===== src/rtl/alu_divider.sv =====
// Iterative restoring divider for the ALU controller's divide/modulus operations.
// One quotient bit per enabled clock; results are registered and held until the next FINISH.
module alu_divider #(
   parameter int WIDTH = 16,
   parameter int CNT_W = 5
) (
   input  logic             clock,
   input  logic             reset,
   input  logic             clken,
   input  logic             start,
   input  logic [WIDTH-1:0] dividend,
   input  logic [WIDTH-1:0] divisor,
   output logic [WIDTH-1:0] divq,
   output logic [WIDTH-1:0] divr,
   output logic             busy,
   output logic             done,
   output logic             div_zero
);

   typedef enum logic [1:0] {
      S_IDLE   = 2'd0,
      S_RUN    = 2'd1,
      S_FINISH = 2'd2
   } state_t;

   state_t             state_q, state_d;
   logic [WIDTH-1:0]   q_q, q_d;
   logic [WIDTH-1:0]   d_q, d_d;
   // The partial remainder never exceeds D-1, so WIDTH bits hold it between
   // iterations; only the shifted trial value needs the extra bit.
   logic [WIDTH-1:0]   r_q, r_d;
   logic [CNT_W-1:0]   cnt_q, cnt_d;
   logic [WIDTH-1:0]   divq_q, divq_d;
   logic [WIDTH-1:0]   divr_q, divr_d;
   logic               busy_q, busy_d;
   logic               done_q, done_d;
   logic               div_zero_q, div_zero_d;

   logic [WIDTH:0]     r_shift;
   logic [WIDTH:0]     r_trial;
   logic               fits;

   always_comb begin
      r_shift = {r_q, q_q[WIDTH-1]};
      r_trial = r_shift - {1'b0, d_q};
      fits    = (r_shift >= {1'b0, d_q});
   end

   always_comb begin
      state_d    = state_q;
      q_d        = q_q;
      d_d        = d_q;
      r_d        = r_q;
      cnt_d      = cnt_q;
      divq_d     = divq_q;
      divr_d     = divr_q;
      busy_d     = busy_q;
      done_d     = done_q;
      div_zero_d = div_zero_q;

      case (state_q)
         S_IDLE: begin
            done_d = 1'b0;
            if (start) begin
               q_d    = dividend;
               d_d    = divisor;
               r_d    = '0;
               cnt_d  = CNT_W'(WIDTH);
               busy_d = 1'b1;
               // A zero divisor skips iteration entirely; FINISH substitutes the fixed result.
               state_d = (divisor == '0) ? S_FINISH : S_RUN;
            end
         end

         S_RUN: begin
            done_d = 1'b0;
            q_d    = {q_q[WIDTH-2:0], fits};
            r_d    = fits ? r_trial[WIDTH-1:0] : r_shift[WIDTH-1:0];
            cnt_d  = cnt_q - CNT_W'(1);
            if (cnt_q == CNT_W'(1))
               state_d = S_FINISH;
         end

         S_FINISH: begin
            if (d_q == '0) begin
               divq_d     = '1;
               divr_d     = q_q;
               div_zero_d = 1'b1;
            end else begin
               divq_d     = q_q;
               divr_d     = r_q;
               div_zero_d = 1'b0;
            end
            done_d  = 1'b1;
            busy_d  = 1'b0;
            state_d = S_IDLE;
         end

         default: begin
            state_d = S_IDLE;
            busy_d  = 1'b0;
            done_d  = 1'b0;
         end
      endcase
   end

   always_ff @(posedge clock or posedge reset) begin
      if (reset) begin
         state_q    <= S_IDLE;
         q_q        <= '0;
         d_q        <= '0;
         r_q        <= '0;
         cnt_q      <= '0;
         divq_q     <= '0;
         divr_q     <= '0;
         busy_q     <= 1'b0;
         done_q     <= 1'b0;
         div_zero_q <= 1'b0;
      end else if (clken) begin
         state_q    <= state_d;
         q_q        <= q_d;
         d_q        <= d_d;
         r_q        <= r_d;
         cnt_q      <= cnt_d;
         divq_q     <= divq_d;
         divr_q     <= divr_d;
         busy_q     <= busy_d;
         done_q     <= done_d;
         div_zero_q <= div_zero_d;
      end
   end

   assign divq     = divq_q;
   assign divr     = divr_q;
   assign busy     = busy_q;
   assign done     = done_q;
   assign div_zero = div_zero_q;

endmodule


===== config.mk =====
export PLATFORM = sky130hd
export DESIGN_NAME = alu_divider
export DESIGN_NICKNAME = d
export VERILOG_FILES = /design/src/rtl/alu_divider.sv
export SDC_FILE = /design/constraint.sdc
export NUM_CORES = 1
export LEC_CHECK = 0
export ABC_AREA = 1
export CORE_MARGIN = 8
export CORE_UTILIZATION = 30
export DETAILED_ROUTE_END_ITERATION = 16
export PLACE_DENSITY = 0.56
export SLEW_MARGIN = 40
export SYNTH_ARGS = -nofsm -noshare
export SYNTH_HDL_FRONTEND = slang
export SYNTH_SLANG_ARGS = --single-unit

===== constraint.sdc =====
create_clock -name clock -period 3.8 [get_ports clock]
set_input_delay 0.76 -clock clock [delete_from_list [all_inputs] [get_ports clock]]
set_output_delay 0.76 -clock clock [all_outputs]
set_load 0.02 [all_outputs]

Word level (Yosys, flattened, before mapping)

Index checks and enable logic that the tools add are counted.

Register bits: 90
Bits of input ports: 36
Output and inout bits: 35

$lt $le $gt $ge: 1
Multiplexer cells: 17
Equal/unequal tests: 5
Bitwise gates (word level): 1
Add/sub/neg operators: 2
Reductions and logical operators: 9

Operator list:

| operator                                                            | number |
|---|---|
| 16-bit two-way mux                                                  | 5 |
| 16-bit case mux with 2 select lines                                 | 2 |
| 16-bit zero test                                                    | 2 |
| 17-bit by 16-bit greater-or-equal comparator with 1-bit output      | 1 |
| 16-bit subtractor                                                   | 1 |
| 3-bit AND reduction                                                 | 4 |
| 5-bit case mux with 2 select lines                                  | 1 |
| 2-bit two-way mux                                                   | 3 |
| 5-bit by 1-bit == test with 1-bit output (second input constant)    | 1 |
| 5-bit two-way mux                                                   | 1 |
| 5-bit by 1-bit subtractor with 5-bit output (second input constant) | 1 |
| 2-bit inequality test (second input constant)                       | 2 |
| 2-bit case mux with 2 select lines                                  | 1 |
| 1-bit two-way mux                                                   | 3 |
| 2-bit by 1-bit == test with 1-bit output (second input constant)    | 1 |
| 2-bit == test (second input constant)                               | 1 |
| 2-bit zero test                                                     | 1 |
| 1-bit case mux with 2 select lines                                  | 1 |
| 2-bit AND reduction                                                 | 1 |
| 2-bit nonzero test                                                  | 1 |
| 1-bit inverter                                                      | 1 |

Longest topological paths before layout

Depth in word-level cells: 4
Mapped depth: 14
Depth with buffers taken out: 14

Worst setup path after synthesis

Ideal clock, no wire load.

Path kind: reg-to-reg
Start: reg r_q[11]
End: reg q_q[0]
Setup time: 131 ps
Stages on the path, launching flop included: 13
Slack: 1999 ps
Path buffers: 1
Data arrival time: 1670 ps
Data required time: 3669 ps
Period minus slack after synthesis: 1801 ps
Cells stage by stage: dfrtp_1 -> ha_1 -> nand2_1 -> inv_1 -> nand2_1 -> nand2_1 -> nand2_1 -> nand2_1 -> nor2_4 -> nand2_4 -> buf_6 -> nor2_1 -> o22ai_2

Cells in the longest elaborated chain, start to end: 2

RTL lines:

| item                                                           | line | RTL |
|---|---|---|
| start, declared                                                | 31   | `logic [WIDTH-1:0] r_q, r_d;` |
| start signal, assigned                                         | 123  | `r_q <= r_d;` |
| 17-bit by 16-bit greater-or-equal comparator with 1-bit output | 46   | `fits = (r_shift >= {1'b0, d_q});` |
| 16-bit case mux with 2 select lines                            | 61   | `case (state_q)` |
| end signal, assigned                                           | 121  | `q_q <= q_d;` |
| end, declared                                                  | 27   | `logic [WIDTH-1:0] q_q, q_d;` |

No other way between the ends.
A chain may end at the register's enable or synchronous reset.

Worst setup path in the final report

Start: reg d_q[1]
End: reg divq_q[15] (netlist: divq[15])

Cells in the longest elaborated chain, start to end: 2

RTL lines:

| item                   | line | RTL |
|---|---|---|
| start, declared        | 28   | `logic [WIDTH-1:0] d_q, d_d;` |
| start signal, assigned | 111  | `d_q <= '0;` |
| start signal, assigned | 122  | `d_q <= d_d;` |
| 16-bit zero test       | 85   | `if (d_q == '0) begin` |
| 16-bit two-way mux     | 85   |  |
| end signal, assigned   | 125  | `divq_q <= divq_d;` |
| end, declared          | 33   | `logic [WIDTH-1:0] divq_q, divq_d;` |

No other way between the ends.

==> results.yml <==
min_path:
  min_from: "cnt_q[4]$_DFFE_PP0P_"
  min_path_cells: 2
  hold_path.class: "reg2reg"
  min_to: "cnt_q[4]$_DFFE_PP0P_"
layout:
  diodes: 0
  syn_to_final_growth_pct: 23.7
  nFillCells: 1793
  nets: 806
  drive_above_1_share_pct: 7.01
  final_cells: 981
drt:
  vias: 4403
  vias_per_cell: 4.49
  routed_wl_um: 13800
  drtIter0Drc: 203
  remaining_drc_errors: 0
  ant_nets: 0
  dr.pass1.iters: 4
  wl_per_cell_um: 14.1
global_route:
  grt_max_degree: 91
  antenna_found_initial: 0
  grt_pass1_vias: 4565
  overflow: 0
  grt_pass1_wl_um: 23400
  grt_usage_pct: 13.3
place:
  gp_congestion: 0.858
  place_inst: 965
  dp_hpwl_um: 10600
  portBuffers: 70
setup_path:
  crit_type: "reg2reg"
  path_buf_inv: 2
  critPathRequiredTime_ps: 4010
  rr_worst_depth: 7
  crit_chain: "inv_1 -> nand4_1 -> nor2_1 -> nand2_2 -> clkinv_1 -> nor2_4 -> a21oi_1"
  r2r_end: "divq[15]$_DFFE_PP0P_"
  crit_fanout: 17
  slowest_stage: "clkinv_1"
  max_stage_delay_ps: 560
  r2r_setup_slack_ps: 1480
  crit_arrival_ps: 2530
  path_delay_family: "simple AND/OR/NAND/NOR gates"
  r2r_start: "d_q[1]$_DFFE_PP0P_"
  end_kind: "register"
  cp-start-kind: "register"
power_and_ir_drop:
  ir_drop_uv: 355
  p_per_area_nw_per_um2: 970
  leakage_uw: 0.00306
synth:
  syn_area_um2: 5170
  avgSynthCellArea_um2: 7.52
  syn_inst: 687
  synthAdderAreaFrac_pct: 4.74
  ys.flop_type: "dfrtp_1"
  synth_nets: 742
  synthTopCellsByCount: "nand2_1 (176), inv_1 (101), dfrtp_1 (90)"
  synth-xor-area-share_pct: 1.02
  synthTopCellsByArea: "dfrtp_1 (44%), nand2_1 (13%), inv_1 (7.3%)"
  yosysMostFrequentCell: "nand2_1"
  synth_top_area_cell: "dfrtp_1"
  synth_compound_area_share_pct: 13.0
  synth_edf_count: 0
  synth_warnings: 0
  synth_simple_gate_area_share_pct: 27.8
  synth_top_family_by_area: "simple AND/OR/NAND/NOR gates"
  ys_ff_latch: 90
  synthArstFlopShare_pct: 100
  synth_cell_types: 36
  yosysSeqAreaShare_pct: 43.6
  yosysTopAreaCellShare_pct: 43.6
  synthMuxAreaShare_pct: 0
clock_tree:
  post_cts_buffers: 0
  htree_levels: 3
  cts.sinks: 90
  cts_tree: "done"
  numCtsBuffers: 9
  insertion_delay_ps: 360
  root_buffer: "clkbuf_16"
  post_cts_resized: 0
  clockBufferDepth: 2
  hold_buffers: 0
  cts.clk_slew.worst_paths_ps: 70
sta:
  skew_ps: 12.2
  worst_hold_slack_ps: 519
  fmax_ghz: 0.431
  fin_crit_ps: 2320
  hold_violations: 0
  tightest_slew_ps: 574
  slew_headroom_pct: 61.6
  rsz0062_at_grt: "no"
  setup_violations: 0
  tns_ps: 0
  timing.final.crit_share_pct: 61.0
  slew_violations: 0
floorplan:
  core_area_um2: 17100
  fp.dieW_um: 147
  rows: 48
  initial_core_util_pct: 30.3
  die_y_um: 147
  dieArea_um2: 21700
  io_pins: 71
flow_run:
  cap_viol_max_count: 0
status:
  status: "finished clean"
## state kept, by name (all words and copies together), names as in the netlist
name      count
d_q          16
divq         16
divr         16
q_q          16
r_q          16
cnt_q         5
state_q       2
busy          1
div_zero      1
done          1
## layout make-up
| type | instances | area [um^2] | area share (%) |
|---|---|---|---|
| well taps | 225 | 282 | 4.40 |
| clock buffers | 9 | 225 | 3.52 |
| inverters | 108 | 407 | 6.36 |
| repair buffers | 74 | 743 | 11.6 |
| clock inverters | 7 | 81.3 | 1.27 |
| flip-flops and latches | 90 | 2250 | 35.2 |
| multi-input cells | 468 | 2400 | 37.6 |
## routing by layer
metal  GRT usage, %  routed length [um]
met3           3.88                 681
met5              0                   0
met4           4.28                 273
met1           17.1                6610
met2           21.1                6230
## worst min-delay path: cells and delay by family, from the launching register on
kind | cells | cell delay, ps
AOI/OAI and AO/OA | 1 | 70
DFF | 1 | 360
and+or+nand+nor | 1 | 60
## worst max path at each step
stage,from,to,slack [ps],depth (start not counted)
5_1_grt,d_q[1]$_DFFE_PP0P_,divq[15]$_DFFE_PP0P_,1250,7
3_3_place_gp,clken,q_q[5]$_DFFE_PP0P_,1330,6
6_report,d_q[1]$_DFFE_PP0P_,divq[15]$_DFFE_PP0P_,1480,7
4_1_cts,d_q[1]$_DFFE_PP0P_,divq[14]$_DFFE_PP0P_,1420,7
2_1_floorplan,reset,busy$_DFFE_PP0P_,700,1
3_5_place_dp,clken,cnt_q[4]$_DFFE_PP0P_,1270,6
## layout by cell type, fill, tap and decap left out, types with 5 or more instances in the layout
cell type	synthesis	routed
o21ai_1	24	24
nand4_1	12	12
a21oi_1	59	59
ha_1	18	18
clkbuf_16	0	9
nand3_1	44	44
nand2_1	176	176
xnor2_1	5	5
nor2_4	6	6
inv_1	101	100
inv_2	6	6
clkdlybuf4s50_1	0	70
dfrtp_1	90	90
o21ai_0	17	17
nor2_1	55	55
nand3_2	6	6
o211ai_1	16	16
nand2_2	6	6
## power breakdown
part	switching (uW)	internal (uW)
clock	439	469
sequential	320	1420
combinational	2210	1350
total	2960	3240
## stage by stage
step           area (um^2)  util, %  worst slack (ps)  total power, uW
6_report              6390     37.5              1480             6200
2_1_floorplan         5170        -               705             4270
5_1_grt               6390     37.5              1250             6850
3_3_place_gp          6090     35.7              1330             5340
4_1_cts               6390     37.5              1420             6280
3_5_place_dp          6090     35.7              1270             5350
## kinds of logic after synthesis
group / Yosys count
fa+ha+maj: 19
compound gates: 122
flops: 90
xor+xnor: 6
simple gates: 321
buf+inv: 129
(Power assumes the default switching activity.)
